`src/rtl/rv_pkg.sv`:
```
// Shared constants and types for the integer register-file write-back path.
package rv_pkg;

  localparam int XLEN               = 32;
  localparam int NREG               = 32;
  localparam int REG_AW             = 5;
  localparam int STARVE_LIMIT_DFLT  = 3;

  typedef enum logic [1:0] {
    REQ_NONE,
    REQ_ALU,
    REQ_LD
  } req_id_e;

endpackage

```
`src/rtl/wb_scoreboard.sv`:
```
// Pending-write scoreboard: one bit per architectural register, x0 never pending.
// Drives the combinational RAW/WAW stall seen by the issue stage.
module wb_scoreboard
  import rv_pkg::*;
(
  input  logic              clk,
  input  logic              rst,
  input  logic              issue_valid,
  input  logic [REG_AW-1:0] issue_rd,
  input  logic              issue_wr,
  input  logic [REG_AW-1:0] rs1_addr,
  input  logic [REG_AW-1:0] rs2_addr,
  input  logic              clr_en,
  input  logic [REG_AW-1:0] clr_addr,
  output logic              issue_stall,
  output logic [NREG-1:0]   pending
);

  logic [NREG-1:0] r_pending;
  logic [NREG-1:0] w_pending_next;
  logic            w_set;

  assign issue_stall = issue_valid & (r_pending[rs1_addr] | r_pending[rs2_addr] |
                                      (issue_wr & r_pending[issue_rd]));

  assign w_set = issue_valid & issue_wr & ~issue_stall & (issue_rd != '0);

  // Set is applied after clear so a same-edge set/clear on one bit leaves it set.
  always_comb begin
    w_pending_next = r_pending;
    if (clr_en) begin
      w_pending_next[clr_addr] = 1'b0;
    end
    if (w_set) begin
      w_pending_next[issue_rd] = 1'b1;
    end
    w_pending_next[0] = 1'b0;
  end

  always_ff @(posedge clk) begin
    if (!rst) begin
      r_pending <= '0;
    end else begin
      r_pending <= w_pending_next;
    end
  end

  assign pending = r_pending;

endmodule

```
`src/rtl/regfile_wb_ctrl.sv`:
```
// Write-back controller: arbitrates the register file's single write port between
// the ALU and load paths, with an ALU anti-starvation override and a pending scoreboard.
module regfile_wb_ctrl
  import rv_pkg::*;
#(
  parameter int STARVE_LIMIT = STARVE_LIMIT_DFLT
) (
  input  logic              clk,
  input  logic              rst,
  input  logic              alu_valid,
  input  logic [REG_AW-1:0] alu_rd,
  input  logic [XLEN-1:0]   alu_data,
  output logic              alu_ready,
  input  logic              ld_valid,
  input  logic [REG_AW-1:0] ld_rd,
  input  logic [XLEN-1:0]   ld_data,
  output logic              ld_ready,
  input  logic              issue_valid,
  input  logic [REG_AW-1:0] issue_rd,
  input  logic              issue_wr,
  input  logic [REG_AW-1:0] rs1_addr,
  input  logic [REG_AW-1:0] rs2_addr,
  output logic              issue_stall,
  output logic              wb_wen,
  output logic [REG_AW-1:0] wb_addr,
  output logic [XLEN-1:0]   wb_data
);

  localparam logic [1:0] LIMIT = 2'(STARVE_LIMIT);

  req_id_e           w_grant;
  logic [REG_AW-1:0] w_sel_rd;
  logic [XLEN-1:0]   w_sel_data;
  logic [1:0]        r_starve_cnt;
  logic              r_wb_wen;
  logic [REG_AW-1:0] r_wb_addr;
  logic [XLEN-1:0]   r_wb_data;
  logic [NREG-1:0]   w_pending;

  // Load wins by default; a starved ALU overrides it once the counter saturates.
  always_comb begin
    w_grant = REQ_NONE;
    if (rst) begin
      if (alu_valid && (!ld_valid || r_starve_cnt == LIMIT)) begin
        w_grant = REQ_ALU;
      end else if (ld_valid) begin
        w_grant = REQ_LD;
      end
    end
  end

  assign alu_ready  = (w_grant == REQ_ALU);
  assign ld_ready   = (w_grant == REQ_LD);
  assign w_sel_rd   = (w_grant == REQ_ALU) ? alu_rd   : ld_rd;
  assign w_sel_data = (w_grant == REQ_ALU) ? alu_data : ld_data;

  always_ff @(posedge clk) begin
    if (!rst) begin
      r_starve_cnt <= '0;
    end else if (!alu_valid || w_grant == REQ_ALU) begin
      r_starve_cnt <= '0;
    end else if (r_starve_cnt != LIMIT) begin
      r_starve_cnt <= r_starve_cnt + 2'd1;
    end
  end

  // A grant to x0 completes the handshake but never raises the write enable.
  always_ff @(posedge clk) begin
    if (!rst) begin
      r_wb_wen  <= 1'b0;
      r_wb_addr <= '0;
      r_wb_data <= '0;
    end else if (w_grant != REQ_NONE) begin
      r_wb_wen  <= (w_sel_rd != '0);
      r_wb_addr <= w_sel_rd;
      r_wb_data <= w_sel_data;
    end else begin
      r_wb_wen  <= 1'b0;
    end
  end

  assign wb_wen  = r_wb_wen;
  assign wb_addr = r_wb_addr;
  assign wb_data = r_wb_data;

  wb_scoreboard u_sb (
    .clk         (clk),
    .rst         (rst),
    .issue_valid (issue_valid),
    .issue_rd    (issue_rd),
    .issue_wr    (issue_wr),
    .rs1_addr    (rs1_addr),
    .rs2_addr    (rs2_addr),
    .clr_en      (r_wb_wen),
    .clr_addr    (r_wb_addr),
    .issue_stall (issue_stall),
    .pending     (w_pending)
  );

endmodule

```
`config.mk`:
```
export PLATFORM = sky130hd
export DESIGN_NAME = regfile_wb_ctrl
export DESIGN_NICKNAME = d
export VERILOG_FILES = /design/src/rtl/rv_pkg.sv /design/src/rtl/wb_scoreboard.sv /design/src/rtl/regfile_wb_ctrl.sv
export SDC_FILE = /design/constraint.sdc
export NUM_CORES = 1
export LEC_CHECK = 0
export CAP_MARGIN = 20
export CORE_UTILIZATION = 40
export DETAILED_ROUTE_END_ITERATION = 7
export HOLD_SLACK_MARGIN = 0.15
export PLACE_DENSITY_LB_ADDON = 0.3
export SYNTH_ARGS = -nofsm -noshare
export SYNTH_HDL_FRONTEND = slang
export SYNTH_SLANG_ARGS = --single-unit
```
`constraint.sdc`:
```
create_clock -name clk -period 2.7 [get_ports clk]
set_input_delay 0.27 -clock clk [delete_from_list [all_inputs] [get_ports clk]]
set_output_delay 0.27 -clock clk [all_outputs]
set_load 0.02 [all_outputs]
```
=== After elaboration in Yosys (flattened, before gate mapping) ===
Index checks and enable logic that the tools add are counted.
W data, S select, Z words.

* Word-level logic and storage cells: 58
* Input port bits: 95
* Output and inout port bits: 41
* Bits in registers: 72

* Bitwise gates (word level): 12
* Mux-type cells: 17
* Reductions and logical operators: 12
* Order comparisons: 6
* Add/sub/neg operators: 1
* Equality and inequality tests: 4

{| class="wikitable"
|+ Operator list
! kind !! count
|-
| $mux W32 || 3
|-
| $and A32 B32 Y32 || 1
|-
| $not A32 Y32 || 1
|-
| $or A32 B32 Y32 || 1
|-
| $lt A5 B6 Y1 const B || 4
|-
| $bmux W1 S5 || 3
|-
| $demux W1 S5 || 2
|-
| $ge A5 B1 Y1 const B || 2
|-
| $reduce_bool A5 Y1 || 2
|-
| $mux W2 || 3
|-
| $and A1 B1 Y1 || 5
|-
| $mux W1 || 5
|-
| $mux W5 || 1
|-
| $eq A2 B2 Y1 const B || 2
|-
| $logic_and A1 B1 Y1 || 3
|-
| $add A2 B1 Y2 const B || 1
|-
| $eq A2 B1 Y1 const B || 1
|-
| $logic_not A1 Y1 || 2
|-
| $logic_or A1 B1 Y1 || 2
|-
| $ne A2 B2 Y1 const B || 1
|-
| $not A1 Y1 || 2
|-
| $or A1 B1 Y1 || 2
|-
| $reduce_and A2 Y1 || 1
|-
| $reduce_bool A2 Y1 || 1
|-
| $reduce_or A2 Y1 || 1
|}

=== Logic depth before layout (Yosys ltp) ===
Gate-level depths: netlist (run 1).

* Depth in word-level cells: 9
* Gate-level depth with buffers: 10
* Depth with buffers taken out: 6

=== Cells and area by module ===
Synthesis (run 1) repeated with hierarchy kept, for this count alone.

* Cell total of the unflattened synthesis: 503
* Area total of the unflattened synthesis: 4,405.5 um^2

{| class="wikitable"
|+ Modules (own cells, without submodules)
! module !! instances !! sequential area each (um^2) !! cells each !! area each (um^2)
|-
| wb_scoreboard || 1 || 620.6 || 263 || 2,369.8
|-
| regfile_wb_ctrl || 1 || 800.8 || 240 || 2,035.7
|}

=== Worst setup path after synthesis (run 1) ===
Ideal clock, no wire load.

* Path type: input -> output
* Start: input rs1_addr[2]
* End: output issue_stall
* Arrival time: 2.163 ns
* Path slack: 0.267 ns
* Path buffers: 2
* Data required time: 2.430 ns
* Stages: 8
* Path through: buf_6 > mux4_1 > mux4_2 > nand2b_4 > o211ai_2 > nand4_4 > buf_6 > o21a_1

* Longest elaborated chain between the ends: 5

{| class="wikitable"
|+ RTL lines
! what !! RTL line !! source
|-
| start: declaration || regfile_wb_ctrl.sv:21 || <nowiki>input logic [REG_AW-1:0] rs1_addr,</nowiki>
|-
| $bmux W1 S5 || wb_scoreboard.sv:23 || <nowiki>assign issue_stall = issue_valid & (r_pending[rs1_addr] | r_pending[rs2_addr] |</nowiki>
|-
| $mux W1 (not written as such) || wb_scoreboard.sv:23 ||
|-
| $or A1 B1 Y1 (2 in series) || wb_scoreboard.sv:23 ||
|-
| $and A1 B1 Y1 || wb_scoreboard.sv:23 ||
|-
| end: declaration || regfile_wb_ctrl.sv:23 || <nowiki>output logic issue_stall,</nowiki>
|}

No other way between the ends. The select of a mux whose other input is x is not followed.

=== Worst setup path in the final report (run 1) ===
* Start: register u_sb.r_pending[31], in the netlist u_sb.pending[31]
* End: output issue_stall

* Longest elaborated chain between the ends: 5
* Elaborated cells on any way between the ends: 10
* Classes of those cells: mux (6); bitwise (4)

{| class="wikitable"
|+ RTL lines
! what !! RTL line !! source
|-
| start: declaration || wb_scoreboard.sv:19 || <nowiki>logic [NREG-1:0] r_pending;</nowiki>
|-
| start signal: assignment || wb_scoreboard.sv:44 || <nowiki>r_pending <= w_pending_next;</nowiki>
|-
| $bmux W1 S5 (on tied branches) || wb_scoreboard.sv:23, wb_scoreboard.sv:24 ||
|-
| $mux W1 (on tied branches) || wb_scoreboard.sv:23, wb_scoreboard.sv:24 ||
|-
| $or A1 B1 Y1 or $and A1 B1 Y1 (tied branches) || wb_scoreboard.sv:23, wb_scoreboard.sv:24 ||
|-
| $or A1 B1 Y1 (*) || wb_scoreboard.sv:23 ||
|-
| $and A1 B1 Y1 (*) || wb_scoreboard.sv:23 ||
|}

Every way passes the cells marked *; elsewhere a longest branch is shown, timed or not. The select of a mux whose other input is x is not followed.

==> flow_summary.json, run 1 <==
{
  "status": "finished clean",
  "cts_hold_buf": 0,
  "clock_latency_ps": 360,
  "cts_tree": "done",
  "leakagePower_nw": 2.30,
  "die_w_um": 103,
  "worstSetupStartpoint": "u_sb.pending[31]$_SDFF_PN0_",
  "top_level_ports": 136,
  "die-height_um": 103,
  "clkPwrFrac_pct": 37.5,
  "grt_pass1_vias": 4254,
  "syn_area_per_cell_sq_um": 9.03,
  "fin_skew_ps": 18.2,
  "critPathRequiredTime_ps": 2430,
  "placed_cell_area_sq_um": 5820,
  "antenna_left": 0,
  "p_sw_uw": 759,
  "antenna_found_initial": 0,
  "drt_wl_total_um": 13500,
  "pwr-share-comb_pct": 22.3,
  "internal_power_mw": 2.05,
  "routabilityCongestion": 0.944,
  "drive_gt1_share_pct": 16.8,
  "holdCritPathClass": "flop to flop",
  "cts_sinks": 71,
  "grt_max_degree": 76,
  "finalNetCount": 698,
  "num_rows": 36,
  "worst_slew_margin_rel_pct": 61.1,
  "path_class": "flop to primary output",
  "fillers": 827,
  "dp_cells": 724,
  "finalCritPeriodShare_pct": 96.8,
  "maxCapViolations": 0,
  "stdcell_area_sq_um": 6080,
  "layout_min_cycle_time_ps": 2610,
  "yosys_warnings": 0,
  "wl_per_cell_um": 18.2,
  "avgViaCountPerCell": 5.84,
  "power_density_nw_per_um2": 462,
  "drc": 0,
  "area_growth_pct": 47.8,
  "cts_made_buffers": 9,
  "ctsLongestPathBuffers": 2,
  "num_vias": 4325,
  "crit_path_start_kind": "flop",
  "cts-htree-levels": 3,
  "overflow": 0,
  "diodes": 0,
  "grt_use_total_pct": 26.4,
  "power_frac_seq_pct": 40.2,
  "path_max_fanout": 4,
  "cts_root_buf": "clkbuf_8",
  "cp-end-kind": "primary output",
  "start_util_pct": 41.7,
  "die_area_sq_um": 10700,
  "crit_arrival_ps": 2340,
  "rr_worst_depth": 7,
  "min_to": "r_starve_cnt[0]$_SDFFE_PP0N_",
  "syn-cell-area_sq_um": 4120,
  "syn_inst": 456,
  "fmax_mhz": 382,
  "synth.distinct_cells": 48,
  "worst_r2r_endpoint": "u_sb.pending[20]$_SDFF_PN0_",
  "hp-start": "r_starve_cnt[0]$_SDFFE_PP0N_",
  "worst_pin_slew_ps": 582,
  "firstDrtPassIters": 4,
  "drt-initial-drc-count": 222,
  "r2r_slack_ps": 180,
  "synthFlopType": "dfxtp_1",
  "portBuffers": 135,
  "hold_path_depth": 1,
  "multi_input_area_sq_um": 2460,
  "cts.reportedPaths.clkPinSlew_ps": 80,
  "dp_hpwl_um": 10000,
  "synthesis.nets": 552,
  "async_flop_share_pct": 0,
  "grt_pass1_wl_um": 21300,
  "r2r-start": "u_sb.pending[31]$_SDFF_PN0_",
  "post_layout_nonfiller_instances": 740,
  "switching_share_pct": 27.0,
  "core-area_sq_um": 9860,
  "ys_seq_elements": 71,
  "rsz0062_at_grt": "no",
  "yosysSeqAreaShare_pct": 34.5,
  "synth-edff-count": 0,
  "hold_violations": 0,
  "regArea_sq_um": 1430,
  "report.final.slew_viol_count": 0,
  "finalSetupViolations": 0,
  "irDropWorstVdd_v": 0.000292
}
==> power by group through the flow <==
stage	clock network, mW	registers, mW	logic, mW
6_report	1.05	1.13	0.627
5_1_grt	1.12	1.14	0.675
4_1_cts	1.07	1.13	0.626
3_5_place_dp	0	1.15	0.623
3_3_place_gp	0	1.15	0.616
2_1_floorplan	0	1.20	0.256
==> how the worst max path moves through the flow <==
stage                             end  depth (start not counted)
after global routing      issue_stall                          7
final                     issue_stall                          7
after CTS                 issue_stall                          7
after floorplan           issue_stall                          8
after detailed placement  issue_stall                          9
after global placement    issue_stall                          9
==> through the flow <==
step	worst slack (ps)	power (mW)	TNS, ps	hold slack, ps	util, %
after floorplan	267	1.45	0	404	-
after CTS	48.0	2.83	0	449	61.4
after global placement	-547	1.77	-9440	412	59.0
final	85.1	2.81	0	440	61.7
after detailed placement	-568	1.78	-11390	437	59.0
after global routing	2.22	2.93	0	474	61.7
==> cell usage after synthesis (2+ instances only) <==
master	number	area [sq um]
a211oi_1	4	30.0
a21oi_1	2	10.0
a22oi_1	2	15.0
a311oi_1	37	324
and2_1	2	12.5
buf_1	6	22.5
buf_2	5	25.0
buf_4	2	15.0
buf_6	5	56.3
clkbuf_1	29	109
dfxtp_1	71	1420
inv_1	4	15.0
mux2i_1	22	220
mux4_1	5	131
mux4_2	8	180
nand2_1	83	312
nand2b_1	2	12.5
nand3_1	7	35.0
nand3b_1	10	75.1
nor2_1	47	176
nor2b_1	3	18.8
nor3_1	5	25.0
o211ai_1	33	248
o21ai_1	2	10.0
o221ai_1	2	17.5
o22ai_1	2	12.5
o41ai_1	20	175
o41ai_2	11	179
or3_1	4	25.0
or3b_1	2	17.5
or3b_2	2	17.5
==> area by class of cell <==
type | instances | area share (%)
well taps | 133 | 2.74
flip-flops and latches | 71 | 23.5
clock buffers | 11 | 2.32
inverters | 4 | 0.247
clock inverters | 5 | 1.71
multi-input cells | 333 | 40.5
repair buffers | 183 | 28.9
==> cells in the final DEF (no fill, tap or decap), drive strengths merged, types with 3 or more instances in the layout <==
master / n
o21ai: 3
or3: 4
o211ai: 34
or3b: 4
nor3: 5
inv: 5
o41ai: 31
buf: 49
dfxtp: 71
nand2b: 3
nand3: 7
mux2i: 22
a311oi: 37
nand2: 83
nand3b: 10
bufinv: 3
a211oi: 4
nor2b: 3
clkdlybuf4s50: 132
mux4: 13
clkbuf: 11
nor2: 47
==> state kept, by name, summed over array words and instances, names as in the netlist <==
| signal | cells |
|---|---|
| wb_wen | 1 |
| wb_data | 32 |
| r_starve_cnt | 2 |
| wb_addr | 5 |
| u_sb.pending | 31 |
==> cell families (layout without fill, tap and decap cells) <==
group | after synthesis | count (layout) | share of synthesized area [%]
and+or+nand+nor | 173 | 173 | 19.2
DFF | 71 | 71 | 34.5
buffers and inverters | 52 | 203 | 6.11
muxes | 36 | 36 | 13.2
adders and majority gates | 1 | 1 | 0.304
AOI/OAI and AO/OA | 123 | 123 | 26.7
==> worst max-delay path, stage by stage, from the launching register on <==
cell	delay [ps]
dfxtp_4	360
mux4_2	470
mux4_2	470
nand2b_4	150
o211ai_2	90
nand4_4	120
o21a_1	180
buf_4	150
==> per-layer routing <==
| layer | vias up | track usage [%] | part of all wire [%] |
|---|---|---|---|
| li1 | 2046 | - | - |
| met1 | 2056 | 32.4 | 41 |
| met2 | 194 | 42.0 | 47 |
| met3 | 29 | 9.54 | 9.9 |
| met4 | 0 | 10.9 | 2.6 |
| met5 | - | 0 | 0 |
==> what timing repair did <==
action | in CTS | in global routing
endpoints found under the setup margin | 11 | 13
gates resized for setup | 10 | 9
buffers inserted | 0 | 0
pin swaps | 0 | 1
Note: power is estimated with default switching activity, not from simulation.
==> run 2, diff against run 1 <==
==> constraint.sdc (replaced) <==
create_clock -name clk -period 2.6 [get_ports clk]
set_input_delay 0.26 -clock clk [delete_from_list [all_inputs] [get_ports clk]]
set_output_delay 0.26 -clock clk [all_outputs]
set_load 0.02 [all_outputs]
==> run 2 against run 1 <==
  * Worst setup slack worse by 19 ps
  * Count of clock-buffer cells in the layout up 1
  * Hold slack worse by 0.70 ps
  * Power down 7.7%
  * Die area unchanged
  * Combinational power rose by 6.7%
  * Critical path depth stayed put
  * Utilization grew 0.25 points
  * Sequential cell count unchanged
  * Critical path type unchanged
  * Critical endpoint unchanged
  * Highest routed layer unchanged
==> flow_summary.json, run 2 (same netlist as run 1, synthesis figures left out) <==
{
  "antenna_found_initial": 0,
  "fillers": 835,
  "worst_slew_margin_rel_pct": 60.6,
  "area_growth_pct": 48.4,
  "crit_path_start_kind": "flop",
  "hold_violations": 0,
  "path_class": "flop to primary output",
  "start_util_pct": 41.7,
  "fin_skew_ps": 14.3,
  "grt_pass1_vias": 4401,
  "grt_pass1_wl_um": 21700,
  "cts_tree": "done",
  "cp-end-kind": "primary output",
  "holdCritPathClass": "flop to flop",
  "post-place-ws_ps": -687,
  "path_max_fanout": 2,
  "top_level_ports": 136,
  "overflow": 0,
  "firstDrtPassIters": 7,
  "dp_hpwl_um": 10500,
  "wl_per_cell_um": 18.9,
  "diodes": 0,
  "r2r-start": "u_sb.pending[23]$_SDFF_PN0_",
  "stdcell_area_sq_um": 6110,
  "drt-initial-drc-count": 318,
  "setup_slack_ps": 66.3,
  "die_area_sq_um": 10700,
  "ctsLongestPathBuffers": 2,
  "routabilityCongestion": 0.944,
  "cts_hold_buf": 0,
  "rsz0062_at_grt": "no",
  "clock_latency_ps": 350,
  "avgViaCountPerCell": 5.92,
  "power_density_nw_per_um2": 424,
  "die-height_um": 103,
  "antenna_left": 0,
  "cts_sinks": 71,
  "core-area_sq_um": 9860,
  "hp-start": "r_starve_cnt[0]$_SDFFE_PP0N_",
  "finalSetupViolations": 0,
  "maxCapViolations": 0,
  "cts_made_buffers": 9,
  "placed_cell_area_sq_um": 5890,
  "r2r_slack_ps": 140,
  "grt_use_total_pct": 26.8,
  "irDropWorstVdd_v": 0.000334,
  "cts_root_buf": "clkbuf_8",
  "portBuffers": 135,
  "cts-htree-levels": 3,
  "grt_max_degree": 76,
  "leakagePower_nw": 2.33,
  "num_rows": 36,
  "die_w_um": 103,
  "fmax_mhz": 395,
  "finalCritPeriodShare_pct": 97.5,
  "worst_pin_slew_ps": 589,
  "final_common_cell": "clkdlybuf4s50_1",
  "critPathRequiredTime_ps": 2340,
  "cts.reportedPaths.clkPinSlew_ps": 80,
  "largest_reg_flops": 32,
  "crit_arrival_ps": 2270,
  "finalNetCount": 713,
  "worst_r2r_endpoint": "u_sb.pending[12]$_SDFF_PN0_",
  "hold_path_depth": 1,
  "min_to": "r_starve_cnt[0]$_SDFFE_PP0N_",
  "layout_common_cells": "clkdlybuf4s50_1, nand2_1, dfxtp_1",
  "report.final.slew_viol_count": 0,
  "utilization_pct": 61.9,
  "status": "finished clean",
  "drt_wl_total_um": 14200,
  "layout_min_cycle_time_ps": 2530,
  "num_vias": 4472,
  "drive_gt1_share_pct": 19.1,
  "drc": 0,
  "rr_worst_depth": 8
}
-- run 2: changes by cell type in the layout (fill, tap and decap cells not counted), sizes merged --
cell | before | now
buf | 49 | 64
bufinv | 3 | 0
clkbuf | 11 | 12
clkdlybuf4s15 | 0 | 1
clkdlybuf4s50 | 132 | 130
clkinv | 1 | 3
clkinvlp | 0 | 1
dlymetal6s2s | 0 | 1
inv | 5 | 4
-- run 2: worst max path at each step --
stage | start | to | slack [ps] | cells after the start
6_report | u_sb.pending[11]$_SDFF_PN0_ | issue_stall | 70 | 7
5_1_grt | u_sb.pending[14]$_SDFF_PN0_ | issue_stall | 2 | 7
4_1_cts | u_sb.pending[6]$_SDFF_PN0_ | issue_stall | -20 | 7
3_5_place_dp | rs1_addr[2] | issue_stall | -690 | 9
3_3_place_gp | rs1_addr[2] | issue_stall | -640 | 9
2_1_floorplan | rs1_addr[2] | issue_stall | 190 | 8
-- run 2: stage by stage --
stage | total power, mW | std cells | hold WS [ps] | TNS (ps)
floorplan | 1.51 | 456 | 404 | 0
global placement | 1.84 | 736 | 415 | -12970
detailed placement | 1.85 | 736 | 431 | -15680
CTS | 2.60 | 754 | 441 | -17.3
global route | 2.71 | 755 | 453 | 0
finish | 2.59 | 755 | 439 | 0
-- run 2: timing repair --
action	4_1_cts	5_1_grt
setup buffers	2	1
resized for setup	9	18
pin swaps	0	5
setup endpoints to repair	32	7
-- run 2: layout make-up --
cell class                 count  area (sq um)  area share (%)
inverter                       4          15.0           0.246
clock buffer                  12           135            2.21
clock inverter                 4          22.5           0.369
sequential                    71          1430            23.4
timing repair buffer         198          1870            30.6
tap                          133           166            2.72
multi-input combinational    333          2470            40.5
-- run 2: per-layer routing --
layer,vias to the layer above,wire [um],GRT usage (%)
met5,-,0,0
met4,0,510,13.8
met3,47,1480,8.00
met2,245,6690,43.5
met1,2101,5570,32.3
li1,2079,-,-
-- run 2: critical path, cell delays in order (launching register included) --
cell      delay, ps
dfxtp_2         340
mux4_2          450
mux4_2          470
nand2b_4        160
o211ai_4         90
nand4_4          90
o21a_1          190
buf_6           130
-- run 2: report_power, final --
| part | internal (mW) | switching [mW] |
|---|---|---|
| clock | 0.343 | 0.407 |
| combinational | 0.334 | 0.335 |
| sequential | 1.14 | 0.0385 |
==> run 3, diff against run 2 <==
--- a/config.mk
+++ b/config.mk
@@ -5,6 +5,7 @@
 export SDC_FILE = /design/constraint.sdc
 export NUM_CORES = 1
 export LEC_CHECK = 0
+export ABC_CLOCK_PERIOD_IN_PS = 2600
 export CAP_MARGIN = 20
 export CORE_UTILIZATION = 40
 export DETAILED_ROUTE_END_ITERATION = 7
==> constraint.sdc (replaced) <==
create_clock -name clk -period 2.6 [get_ports clk]
set_input_delay 0.65 -clock clk [delete_from_list [all_inputs] [get_ports clk]]
set_output_delay 0.65 -clock clk [all_outputs]
set_load 0.02 [all_outputs]
==> run 3 against run 2 <==
  * The run now ends with setup timing left
  * Critical path depth increased by 1
  * Utilization up 5.4 points
  * Via count is 2.7% higher
  * Combinational power grew 8.1%
  * Power grew 8.2%
  * Wire length increased by 6.7%
  * Global-route usage grew 0.16 points
  * Sequential share of layout area down 1.8 points
==> flow_summary.json, run 3 (same netlist as run 1, synthesis figures left out) <==
{
  "wl_met2_um": 7400,
  "clock_latency_ps": 360,
  "cts_root_buf": "clkbuf_8",
  "final_common_cell": "clkdlybuf4s50_1",
  "num_vias": 4592,
  "die-height_um": 103,
  "setup_slack_ps": -478,
  "rsz0062_at_grt": "yes",
  "antenna_left": 0,
  "worst_pin_slew_ps": 690,
  "die_area_sq_um": 10700,
  "cp-end-kind": "primary output",
  "cts_sinks": 71,
  "hold_violations": 0,
  "p_sw_uw": 853,
  "route.met3.wl_um": 1470,
  "dp_cells": 746,
  "drt_wl_total_um": 15200,
  "drc": 0,
  "area_growth_pct": 61.3,
  "rr_worst_depth": 9,
  "grt_use_total_pct": 27.0,
  "maxCapViolations": 0,
  "irDropWorstVdd_v": 0.000469,
  "drive_gt1_share_pct": 25.8,
  "layout_min_cycle_time_ps": 3080,
  "cts.reportedPaths.clkPinSlew_ps": 70,
  "top_level_ports": 136,
  "wl_met1_um": 5650,
  "worst_slew_margin_rel_pct": 54.0,
  "diodes": 0,
  "finalNetCount": 726,
  "cts_made_buffers": 9,
  "status": "finished, violations left",
  "drt-initial-drc-count": 271,
  "wl_per_cell_um": 19.8,
  "cts_tree": "done",
  "internal_power_mw": 1.95,
  "cts-htree-levels": 3,
  "start_util_pct": 41.7,
  "power_frac_seq_pct": 41.7,
  "pwr-share-comb_pct": 25.8,
  "failed_checks": "setup timing",
  "grt_pass1_vias": 4276,
  "path_max_fanout": 5,
  "die_w_um": 103,
  "post-place-ws_ps": -1500,
  "hold_path_depth": 1,
  "largest_reg_flops": 32,
  "antenna_found_initial": 0,
  "critPathRequiredTime_ps": 1950,
  "dp_hpwl_um": 10400,
  "ctsLongestPathBuffers": 2,
  "finalSetupViolations": 24,
  "portBuffers": 135,
  "crit_arrival_ps": 2430,
  "overflow": 0,
  "utilization_pct": 67.3,
  "stdcell_area_sq_um": 6640,
  "top_layer": "met4",
  "layout_common_cells": "clkdlybuf4s50_1, nand2_1, dfxtp_1",
  "core-area_sq_um": 9860,
  "avgViaCountPerCell": 5.98,
  "firstDrtPassIters": 5,
  "grt_max_degree": 76,
  "switching_share_pct": 30.4,
  "power_density_nw_per_um2": 422,
  "finalCritPeriodShare_pct": 118,
  "grt_pass1_wl_um": 21700,
  "fin_skew_ps": 20.5,
  "leakagePower_nw": 2.89,
  "post_layout_nonfiller_instances": 768,
  "fillers": 734,
  "fmax_mhz": 325,
  "routabilityCongestion": 0.997,
  "report.final.slew_viol_count": 0,
  "num_rows": 36,
  "crit_path_start_kind": "input port",
  "power_mw": 2.81,
  "clkPwrFrac_pct": 32.6,
  "path_class": "input port to primary output",
  "placed_cell_area_sq_um": 6020,
  "holdCritPathClass": "flop to flop"
}
run 3: stage by stage:
| step | hold WS, ps | setup TNS (ps) |
|---|---|---|
| floorplan | 404 | -1220 |
| global placement | 413 | -27600 |
| detailed placement | 431 | -29670 |
| CTS | 442 | -547 |
| global route | 463 | -2590 |
| finish | 433 | -1030 |
run 3: path summary, 6_finish.rpt:
| kind | to | slack, ps | start |
|---|---|---|---|
| hold / removal | r_starve_cnt[0]$_SDFFE_PP0N_ | 430 | r_starve_cnt[0]$_SDFFE_PP0N_ |
| setup reg to reg | u_sb.pending[4]$_SDFF_PN0_ | -50 | u_sb.pending[22]$_SDFF_PN0_ |
| setup / recovery | issue_stall | -480 | rs1_addr[2] |
| hold reg to reg | r_starve_cnt[0]$_SDFFE_PP0N_ | 430 | r_starve_cnt[0]$_SDFFE_PP0N_ |
run 3: layer usage:
metal / global-route usage [%] / up-vias
met5: 0 / -
met4: 13.3 / 0
met3: 7.66 / 57
met2: 44.9 / 283
met1: 32.0 / 2153
li1: - / 2099
run 3: area by class of cell:
cell class	count	area (sq um)	share of cell area, %
inverter	4	15.0	0.226
clock inverter	5	56.3	0.848
timing repair buffer	211	2000	30.1
sequential	71	1430	21.6
clock buffer	11	141	2.13
tap	133	166	2.51
multi-input combinational	333	2830	42.6
run 3: power by group through the flow:
stage	registers [mW]	clock network (mW)	logic (mW)
2_1_floorplan	1.24	0	0.281
3_3_place_gp	1.19	0	0.652
3_5_place_dp	1.20	0	0.663
4_1_cts	1.17	0.915	0.667
5_1_grt	1.18	0.961	0.767
6_report	1.17	0.913	0.723
run 3: worst max-delay path, cell delays in order:
cell	delay [ps]
buf_12	90
mux4_2	490
mux4_2	490
nand2b_4	160
o211ai_4	90
nand4_4	120
o21a_4	210
buf_6	120
run 3: what timing repair did:
action	in CTS	in global routing
setup endpoints to repair	34	32
resized for setup	35	52
hold buffers	0	0
pin swaps	2	19
endpoints found under the hold margin	0	0
setup buffers	0	3
cloned	0	3
